$ cat config.mk
export PLATFORM = sky130hd
export DESIGN_NAME = npc_fetch_jr
export DESIGN_NICKNAME = d
export VERILOG_FILES = /design/src/rtl/npc_fetch_jr.sv
export SDC_FILE = /design/constraint.sdc
export NUM_CORES = 1
export LEC_CHECK = 0
export CAP_MARGIN = 40
export CORE_MARGIN = 2
export CORE_UTILIZATION = 47
export DETAILED_ROUTE_END_ITERATION = 16
export PLACE_DENSITY = 0.85
export SLEW_MARGIN = 20
export SYNTH_ARGS = -nofsm -noshare
export SYNTH_HDL_FRONTEND = slang
export SYNTH_SLANG_ARGS = --single-unit
$ cat constraint.sdc
create_clock -name clk -period 4.2 [get_ports clk]
set_input_delay 0.63 -clock clk [delete_from_list [all_inputs] [get_ports clk]]
set_output_delay 0.63 -clock clk [all_outputs]
set_load 0.005 [all_outputs]
$ cat src/rtl/npc_fetch_jr.sv
// Fetch PC register and IF/ID pipeline register, with the D-stage next-PC select.
// Redirects (jr/jalr, j/jal, taken branch) take effect one edge later; the delay slot is never flushed.
module npc_fetch_jr #(
  parameter logic [31:0] PC_RESET = 32'h0000_3000,
  parameter int unsigned PC_STEP  = 4
) (
  input  logic        clk,
  input  logic        reset,
  input  logic        stall,
  input  logic [31:0] instr_F,
  input  logic [31:0] rf_rs_D,
  input  logic [31:0] pc8_E,
  input  logic [31:0] result_M,
  input  logic [31:0] result_W,
  input  logic [1:0]  bypass_rs_jr,
  input  logic        jr_D,
  input  logic        ji_D,
  input  logic        br_taken_D,
  output logic [31:0] pc_F,
  output logic [31:0] instrD,
  output logic [31:0] pc8D,
  output logic [31:0] jr_target_D,
  output logic        jr_misaligned
);

  typedef struct packed {
    logic [31:0] instr;
    logic [31:0] pc8;
  } ifid_t;

  ifid_t       ifid;
  logic [31:0] pc_d;
  logic [31:0] br_target;
  logic [31:0] j_target;
  logic [31:0] npc;

  always_comb begin
    jr_target_D = rf_rs_D;
    case (bypass_rs_jr)
      2'd0: jr_target_D = rf_rs_D;
      2'd1: jr_target_D = pc8_E;
      2'd2: jr_target_D = result_M;
      2'd3: jr_target_D = result_W;
      default: jr_target_D = rf_rs_D;
    endcase
  end

  assign jr_misaligned = jr_D && (jr_target_D[1:0] != 2'b00);

  // D-stage address is recovered from the stored link value; upper jump bits come from it, not the delay slot
  assign pc_d      = ifid.pc8 - 32'd8;
  assign br_target = pc_d + 32'd4 + {{14{ifid.instr[15]}}, ifid.instr[15:0], 2'b00};
  assign j_target  = {pc_d[31:28], ifid.instr[25:0], 2'b00};

  always_comb begin
    npc = pc_F + 32'(PC_STEP);
    if (jr_D)            npc = jr_target_D;
    else if (ji_D)       npc = j_target;
    else if (br_taken_D) npc = br_target;
  end

  // A stalled cycle drops the redirect; D re-evaluates it next cycle with fresh forwarding
  always_ff @(posedge clk or posedge reset) begin
    if (reset) begin
      pc_F      <= PC_RESET;
      ifid.instr <= 32'd0;
      ifid.pc8   <= PC_RESET + 32'd4;
    end else if (!stall) begin
      pc_F      <= npc;
      ifid.instr <= instr_F;
      ifid.pc8   <= pc_F + 32'd8;
    end
  end

  assign instrD = ifid.instr;
  assign pc8D   = ifid.pc8;

endmodule
==> summary.txt <==
Critical path origin: pc8D[6]$_DFFE_PP0N_
Layout area overhead: 43.5%
Vias per inst: 6.09
First-pass GRT wire length: 51300 µm
Initial antenna violation count: 2
CTS Root Buffer Type: clkbuf_16
Die Y: 138 µm
Final instance area: 12100 µm²
Leading register cell type out of synthesis: dfrtp_1
Cell taking the most area after synthesis: dfrtp_1
Pwr/cell area: 378 nW/µm²
Initial drt markers: 861
Post-DRT Antenna Nets: 0
CTS HTree Levels: 3
Row cnt: 48
Xor/xnor share of the synthesized area: 10.2%
Crit start category: register
Synth Warn #: 0
Wire per inst: 23.1 µm
Clock Pin Slew Worst Setup and Hold Paths: 0.08 ns
DPL Wire Length: 26600 µm
Skew-Pair Late Insertion Delay: 0.36 ns
Critical R2R Launch: pc8D[6]$_DFFE_PP0N_
Syn Nets: 1163
Tot Pwr: 4550 µW
DRC: 0
Register area share after synthesis: 28.7%
Max FO, Critical Path: 7
Clock Skew: 0.0127 ns
Largest family of logic cells by synthesized area: simple AND/OR/NAND/NOR gates
VDD IR max: 0.000216 V
DIE WIDTH: 138 µm
Port Buffers: 296
Synth area leaders: dfrtp_1, ha_1, mux4_2
Compound-cell area share of the yosys netlist: 16.7%
Share of the synthesized area in the top cell type: 27.1%
Final hold slack: 0.516 ns
Fin crit share: 94.8%
Die ar.: 19000 µm²
Register bit total from synthesis: 96
Placed cell area: 11700 µm²
Vias in the first global route: 8791
Fin. Hold Viols: 0
GR Overflow Total: 0
Synth Area in Adders: 9.17%
R2R setup slack: 0.22 ns
Post-synth ARST share: 100%
Max Fclk: 251 MHz
Sink Count: 96
Cts bufs inserted: 9
Maxcap violations: 0
Via count: 8855
Core box area: 17400 µm²
Lkg Pwr: 0.00480 µW
GP Congestion: 0.985
Simple-gate portion of the synthesized area: 17.3%
Drt total wl: 33700 µm
# nets final: 1452
Post-synthesis cell type count: 68
Period minus WS final: 3.98 ns
Share of layout cells above drive strength 1: 12.7%
Max Buffers Root-to-Sink: 2
Final setup fails: 0
Slew Limit Fails: 0
Post-synth EDFFs: 0
Crit path kind: reg -> reg
Worst-Margin Slew: 0.834 ns
CP Capture Type: register
First-pass iteration count of the detailed router: 5
Crit path required time: 4.42 ns
Avg Cell Area, Syn: 8.99 µm²
Tot GR Track Use: 36.2%
Final TNS setup: 0 ns
Hold buffer count at cts: 0
I/O pins: 297
Netlist Area Pre-Place: 8400 µm²
Hold WC Path Type: reg -> reg
TritonCTS clock tree: done
Initial Utilization: 48.4%
Max-slew headroom: 43.0%
Largest net degree at the start of global routing: 80
Hold path start: instrD[27]$_DFFE_PP0N_
Status: finished, final reports clean
Cells after Synth: 934
WP data arrival: 4.20 ns
Mux cell area share after synthesis: 14.0%
[state kept, by name, summed over array words and instances, names as in the netlist]
| signal | flops |
|---|---|
| instrD | 32 |
| pc_F | 32 |
| pc8D | 32 |
[cell families (layout without fill, tap and decap cells)]
family,Yosys count,in the layout
XOR/XNOR,97,97
multiplexers,73,73
AND/OR/NAND/NOR,298,298
flip-flops,96,96
AO/OA/AOI/OAI,231,231
buffers and inverters,78,372
adder cells (fa/ha/maj),61,61
other,0,2
[metrics by stage]
stage	worst slack [ns]	utilization, %	cells
final	0.218	69.4	1455
after global routing	-0.00489	69.4	1455
after CTS	0.0978	68.9	1451
after detailed placement	0.139	67.3	1435
after global placement	0.153	67.3	1435
after floorplan	0.445	-	934
[worst paths after layout]
path,to,depth (start not counted)
hold / removal,instrD[27]$_DFFE_PP0N_,1
setup / recovery,pc_F[20]$_DFFE_PP0N_,16
min in group asynchronous,instrD[2]$_DFFE_PP0N_,2
hold reg to reg,instrD[27]$_DFFE_PP0N_,1
setup reg to reg,pc_F[20]$_DFFE_PP0N_,16
max in group asynchronous,pc8D[13]$_DFFE_PP1N_,3
[routing by layer]
| layer | track usage, % | vias to the layer above | part of all wire (%) |
|---|---|---|---|
| li1 | - | 4008 | - |
| met1 | 47.8 | 4251 | 41 |
| met2 | 57.0 | 518 | 46 |
| met3 | 8.06 | 78 | 9.1 |
| met4 | 16.2 | 0 | 3.9 |
| met5 | 0 | - | 0 |
[area by class of cell]
type                            instances  area, µm²
Timing Repair Buffer                  335       3280
Clock buffer                           11        233
Tap cell                              225        282
Fill cell                            1360       5300
Inverter                               21       81.3
Sequential cell                        96       2410
Clock inverter                          5       41.3
Multi-Input combinational cell        760       5730
Antenna cell                            2       5.00
[synth_stat cells (all sizes together) (7+ instances only)]
cell type  instances
nand2            101
dfrtp             91
nor2              74
o21ai             70
a21oi             67
ha                60
xor2              51
xnor2             46
clkbuf            38
mux2              36
nor3              33
mux4              32
nand3             27
buf               19
inv               19
a211oi            16
nand4             15
and3              11
a31oi             10
nor4               9
o21a               8
o22ai              8
a21o               7
o211ai             7
[report_power, final]
| group | internal (µW) | leakage [µW] | switching (µW) |
|---|---|---|---|
| sequential | 1070 | 0.00113 | 300 |
| clock | 408 | 0.000126 | 399 |
| combinational | 1220 | 0.00355 | 1150 |
[placed cells by master, fill, tap and decap left out, types with 6 or more instances in the layout]
| cell type | n |
|---|---|
| xnor2_1 | 46 |
| mux2_2 | 36 |
| o21ai_0 | 68 |
| ha_1 | 57 |
| a21oi_1 | 63 |
| a21o_1 | 7 |
| o21a_1 | 8 |
| clkbuf_16 | 9 |
| nor2_1 | 73 |
| inv_1 | 18 |
| nor3_1 | 31 |
| a31oi_1 | 10 |
| xor2_1 | 50 |
| mux4_2 | 32 |
| and3_1 | 11 |
| nand2_1 | 100 |
| dfrtp_1 | 91 |
| o211ai_1 | 7 |
| clkdlybuf4s50_1 | 293 |
| buf_4 | 38 |
| o22ai_1 | 8 |
| nor4_1 | 6 |
| nand3_1 | 26 |
| nand4_1 | 14 |
| a211oi_1 | 15 |
| or3_1 | 6 |
[repair_timing]
action	in CTS	in global routing
gates resized for setup	0	18
setup buffers	0	1
setup endpoints to repair	0	11
[critical path, cell delays in order (launching register included)]
cell	delay, ns
dfrtp_1	0.44
nor4_2	0.27
buf_4	0.17
nand2_1	0.07
buf_4	0.18
nor3_1	0.21
xor2_1	0.19
ha_1	0.25
ha_1	0.38
a21o_1	0.22
a311o_1	0.33
a211oi_1	0.27
o21bai_1	0.13
xor2_1	0.15
buf_4	0.15
mux2i_1	0.30
a21oi_1	0.13
No activity file was read; power rests on OpenSTA's default activity.
